==> src/rtl/fifo_rd_packer_pkg.sv <==
// Shared types and sizing helpers for the FIFO read-side packer.
package fifo_rd_packer_pkg;

    typedef enum logic [0:0] {
        StFill,
        StHold
    } state_e;

    // Lane-index width, $clog2(lanes), floored at one bit so a slice stays legal.
    function automatic int unsigned lane_idx_w(input int unsigned lanes);
        return (lanes > 1) ? $clog2(lanes) : 1;
    endfunction

endpackage

==> src/rtl/fifo_rd_lane_reg.sv <==
// One packed-word lane: a data register plus its keep bit.
module fifo_rd_lane_reg #(
    parameter int unsigned WIDTH = 8
) (
    input  logic             clk_i,
    input  logic             rst_ni,
    input  logic             clr_i,
    input  logic             we_i,
    input  logic [WIDTH-1:0] data_i,
    output logic [WIDTH-1:0] data_o,
    output logic             keep_o
);

    logic [WIDTH-1:0] data_q;
    logic             keep_q;

    always_ff @(posedge clk_i or negedge rst_ni) begin
        if (!rst_ni) begin
            data_q <= '0;
            keep_q <= 1'b0;
        end else if (clr_i) begin
            data_q <= '0;
            keep_q <= 1'b0;
        end else if (we_i) begin
            data_q <= data_i;
            keep_q <= 1'b1;
        end
    end

    assign data_o = data_q;
    assign keep_o = keep_q;

endmodule

==> src/rtl/fifo_rd_packer.sv <==
// Pops FIFO words into LANES-wide output words; flush emits a partial word.
module fifo_rd_packer
    import fifo_rd_packer_pkg::*;
#(
    parameter int unsigned WIDTH = 8,
    parameter int unsigned LANES = 4
) (
    input  logic                   clk_rd_i,
    input  logic                   rst_ni,
    input  logic                   empty_i,
    output logic                   rd_en_o,
    input  logic [WIDTH-1:0]       rdata_i,
    input  logic                   flush_i,
    output logic [WIDTH*LANES-1:0] out_data_o,
    output logic [LANES-1:0]       out_keep_o,
    output logic                   out_valid_o,
    input  logic                   out_ready_i,
    output logic [15:0]            word_cnt_o
);

    localparam int unsigned     IdxW   = lane_idx_w(LANES);
    localparam int unsigned     CntW   = IdxW + 1;
    localparam logic [CntW-1:0] LanesC = CntW'(LANES);
    localparam logic [CntW-1:0] LastC  = CntW'(LANES - 1);
    localparam logic [CntW-1:0] OneC   = CntW'(1);

    state_e          state_q, state_d;
    logic [CntW-1:0] issue_q, issue_d;
    logic [CntW-1:0] fill_q, fill_d;
    logic [15:0]     word_cnt_q, word_cnt_d;
    logic            pend_q;
    logic            run_q;
    logic            capture;
    logic            xfer;
    logic            flush_ok;

    always_comb begin
        state_d    = state_q;
        issue_d    = issue_q;
        fill_d     = fill_q;
        word_cnt_d = word_cnt_q;
        rd_en_o    = 1'b0;
        capture    = pend_q;
        xfer       = 1'b0;
        flush_ok   = 1'b0;
        case (state_q)
            StFill: begin
                // run_q holds off pops until the first edge after reset release.
                rd_en_o  = run_q && !empty_i && (issue_q < LanesC);
                // A pop issued now or landing now makes the partial word incomplete.
                flush_ok = flush_i && (fill_q != '0) && !pend_q && !rd_en_o;
                if (rd_en_o) begin
                    issue_d = issue_q + OneC;
                end
                if (capture) begin
                    fill_d = fill_q + OneC;
                end
                if ((capture && (fill_q == LastC)) || flush_ok) begin
                    state_d = StHold;
                end
            end
            StHold: begin
                if (out_ready_i) begin
                    xfer       = 1'b1;
                    state_d    = StFill;
                    issue_d    = '0;
                    fill_d     = '0;
                    word_cnt_d = word_cnt_q + 16'd1;
                end
            end
            default: state_d = StFill;
        endcase
    end

    always_ff @(posedge clk_rd_i or negedge rst_ni) begin
        if (!rst_ni) begin
            state_q    <= StFill;
            issue_q    <= '0;
            fill_q     <= '0;
            word_cnt_q <= '0;
            pend_q     <= 1'b0;
            run_q      <= 1'b0;
        end else begin
            state_q    <= state_d;
            issue_q    <= issue_d;
            fill_q     <= fill_d;
            word_cnt_q <= word_cnt_d;
            pend_q     <= rd_en_o;
            run_q      <= 1'b1;
        end
    end

    for (genvar i = 0; i < LANES; i++) begin : g_lane
        fifo_rd_lane_reg #(
            .WIDTH (WIDTH)
        ) u_lane (
            .clk_i  (clk_rd_i),
            .rst_ni (rst_ni),
            .clr_i  (xfer),
            .we_i   (capture && (fill_q[IdxW-1:0] == IdxW'(i))),
            .data_i (rdata_i),
            .data_o (out_data_o[i*WIDTH +: WIDTH]),
            .keep_o (out_keep_o[i])
        );
    end

    assign out_valid_o = (state_q == StHold);
    assign word_cnt_o  = word_cnt_q;

endmodule

==> config.mk <==
export PLATFORM = sky130hd
export DESIGN_NAME = fifo_rd_packer
export DESIGN_NICKNAME = d
export VERILOG_FILES = /design/src/rtl/fifo_rd_packer_pkg.sv /design/src/rtl/fifo_rd_lane_reg.sv /design/src/rtl/fifo_rd_packer.sv
export SDC_FILE = /design/constraint.sdc
export NUM_CORES = 1
export LEC_CHECK = 0
export CELL_PAD_IN_SITES_DETAIL_PLACEMENT = 0
export CELL_PAD_IN_SITES_GLOBAL_PLACEMENT = 1
export CORE_MARGIN = 3
export CORE_UTILIZATION = 36
export CTS_BUF_LIST = sky130_fd_sc_hd__clkbuf_8
export DETAILED_ROUTE_END_ITERATION = 6
export PLACE_DENSITY = 0.89
export SETUP_SLACK_MARGIN = 0.3
export SYNTH_ARGS = -nofsm -noshare
export SYNTH_HDL_FRONTEND = slang
export SYNTH_HIERARCHICAL = 1
export SYNTH_SLANG_ARGS = --single-unit
==> constraint.sdc <==
create_clock -name clk_rd_i -period 1.3 [get_ports clk_rd_i]
set_input_delay 0.195 -clock clk_rd_i [delete_from_list [all_inputs] [get_ports clk_rd_i]]
set_output_delay 0.195 -clock clk_rd_i [all_outputs]
set_load 0.05 [all_outputs]
==> flow_summary.ini <==
[status]
status = complete, but fails checks
violations = setup timing

[clock_network]
clockRootBuffer = clkbuf_8
cts_tree = built
clk_pin_slew_ns = 0.07
cts_num_sinks = 61
clock_latency_ns = 0.34
cts_buffer_depth = 2
cts_buffers = 9
cts.htree.levels = 3

[routing]
drt_iter0_drc = 73
routedWlPerCell_um = 18.2
antenna_left = 0
drc = 0
first_pass_iters = 4
viasPerCell = 4.83
vias = 2306
routed_wl_um = 8670

[global_route]
antenna_found_initial = 0
grtUsageTotal = 0.205
grt_pass1_vias = 2482
grt_pass1_wl_um = 13300
overflow = 0
grt_max_degree = 62

[synthesis]
synthFlopType = dfrtp_1
synth_cell_type_count = 33
syn_area_per_cell_sq_um = 11.9
seq_area_frac_synth = 0.577
synth_edf_count = 0
netlist_area_sq_um = 2640
ys_ff_latch = 61
syn_inst = 223
yosysWarnings = 6
async_reset_ff_frac = 1.00
synth_nets = 243

[die]
die_area_sq_um = 8410
coreArea_sq_um = 6940
pin_count = 67
start_util = 0.381
fp.dieH_um = 91.7
die_w_um = 91.7
rows = 30

[setup_path]
cp_max_fo = 2
reg2reg_depth = 7
rr_startpoint = fill_q[0]$_DFFE_PN0P_
cp-end-kind = primary output
worstSetupPathType = register to primary output
cp.required_ns = 1.11
startpoint_type = register
crit_slowest_cell = or3b_4
rr_endpoint = g_lane[0].u_lane/data_o[5]$_DFFE_PN0P_
critPathArrivalTime_ns = 1.39
r2r_setup_slack_ns = -0.17
cp_cell_sequence = or3b_4, nor2_4, buf_12
cpPeakStageDelay_ns = 0.40

[timing]
period_needed_ns = 1.58
fin_ws_ns = -0.281
post-route-period-util = 1.22
rsz0062_at_grt = yes
fmax_ghz = 0.632
slew_violations = 0
setup_violations = 44
skew_ns = 0.00696
hold_viol = 0

[final_layout]
area_growth_pct = 106
utilization = 0.783
diodes = 0
fin_nets = 396
drive_gt1_frac = 0.598
stdcell_count = 477

[power]
vdd_drop_max_mv = 1.36
p_leak_uw = 0.00245
power.density_nw_per_um2 = 2040

[placed_design]
io_buffers = 66
hpwl_um = 4580
placed_cells = 404
pre_cts_slack_ns = -0.295
gp_congestion = 0.777

[min_path]
worstHoldPathType = primary input to async pin

[run]
cap_violations = 0
==> cell usage after synthesis, types with 3 or more instances <==
cell type   n  area share
buf_6       4       0.017
xnor2_1    12       0.040
nand2_1     8       0.011
nor2_1     43       0.061
clkbuf_1    5      0.0071
and2_1      5       0.012
nor3_1      3      0.0057
ha_1        7       0.033
inv_1       7      0.0099
xor2_1      4       0.013
dfrtp_1    61        0.58
mux2i_1    34        0.13
nand3_1     6       0.011
==> cell families (layout without fill, tap and decap cells) <==
family          Yosys count  after routing  share of synthesized area
mux                      35             35                      0.133
xor+xnor                 16             16                     0.0530
other cells               1              1                    0.00142
buf+inv                  18            176                     0.0374
flops                    61             61                      0.577
simple gates             78             78                      0.147
compound gates            7              7                     0.0180
fa+ha+maj                 7              7                     0.0331
==> placed cells by master, fill, tap and decap left out, types with 8 or more instances in the layout <==
master and count:
buf_12 59, dfrtp_1 42, clkbuf_8 9, buf_4 41, xnor2_1 8, nor2_1 35, dfrtp_2 19, clkdlybuf4s50_1 11
mux2i_1 30, buf_6 34
==> how the worst max path moves through the flow <==
stage	slack, ns	cells after the start	endpoint	start
3_3_place_gp	-0.27	4	rd_en_o	empty_i
6_report	-0.28	3	rd_en_o	issue_q[2]$_DFFE_PN0P_
2_1_floorplan	-0.15	6	word_cnt_o[7]$_DFFE_PN0P_	out_valid_o$_DFF_PN0_
4_1_cts	-0.31	3	rd_en_o	issue_q[2]$_DFFE_PN0P_
5_1_grt	-0.34	3	rd_en_o	issue_q[2]$_DFFE_PN0P_
3_5_place_dp	-0.29	4	rd_en_o	empty_i
==> report_power, final <==
group          leakage, uW  switching, uW  total, uW  internal, uW
registers         0.000785            484       2860          2370
clock network     0.000121            775       2040          1270
logic              0.00154           2980       6180          3200
==> what timing repair did <==
item                       CTS  global route
setup endpoints to repair  112           114
hold buffers                 1             0
pin swaps                   34            23
hold endpoints to repair    61             0
cloned                       4             0
resized for setup           75            31
setup buffers               39            13
==> critical path, delay by kind of cell (launching register included) <==
family | cells | cell delay (ns)
buffers and inverters | 1 | 0.14
DFF | 1 | 0.38
and+or+nand+nor | 2 | 0.52
==> area by class of cell <==
| cell class | count | area, sq um |
|---|---|---|
| Clock buffer | 9 | 124 |
| Clock inverter | 7 | 115 |
| Fill cell | 393 | 1510 |
| Inverter | 8 | 42.5 |
| Multi-Input combinational cell | 144 | 1360 |
| Sequential cell | 61 | 1550 |
| Tap cell | 96 | 120 |
| Timing Repair Buffer | 152 | 2120 |
==> registers in the layout, summed over array words and instances, names as in the netlist <==
name and cells:
issue_q 3, g_lane.u_lane/data_o 32, word_cnt_o 16, g_lane.u_lane/keep_o 4, run_q 1, capture 1, fill_q 3, out_valid_o 1
==> through the flow <==
stage	hold slack (ns)	area [sq um]	total power (uW)	setup TNS, ns
floorplan	-0.101	2730	5000	-2.19
global placement	0.226	4250	7330	-8.22
detailed placement	0.233	4250	7420	-9.64
CTS	0.402	5200	10600	-2.75
global route	0.397	5440	11500	-5.89
finish	0.388	5440	11100	-3.72
==> metal layers <==
layer	track usage	share of wire	vias up	wire (um)
li1	-	-	1053	-
met1	0.235	0.38	1158	3280
met2	0.358	0.54	79	4670
met3	0.0714	0.064	16	552
met4	0.0681	0.019	0	169
met5	0	0	-	0
Note: power is estimated with default switching activity, not from simulation.
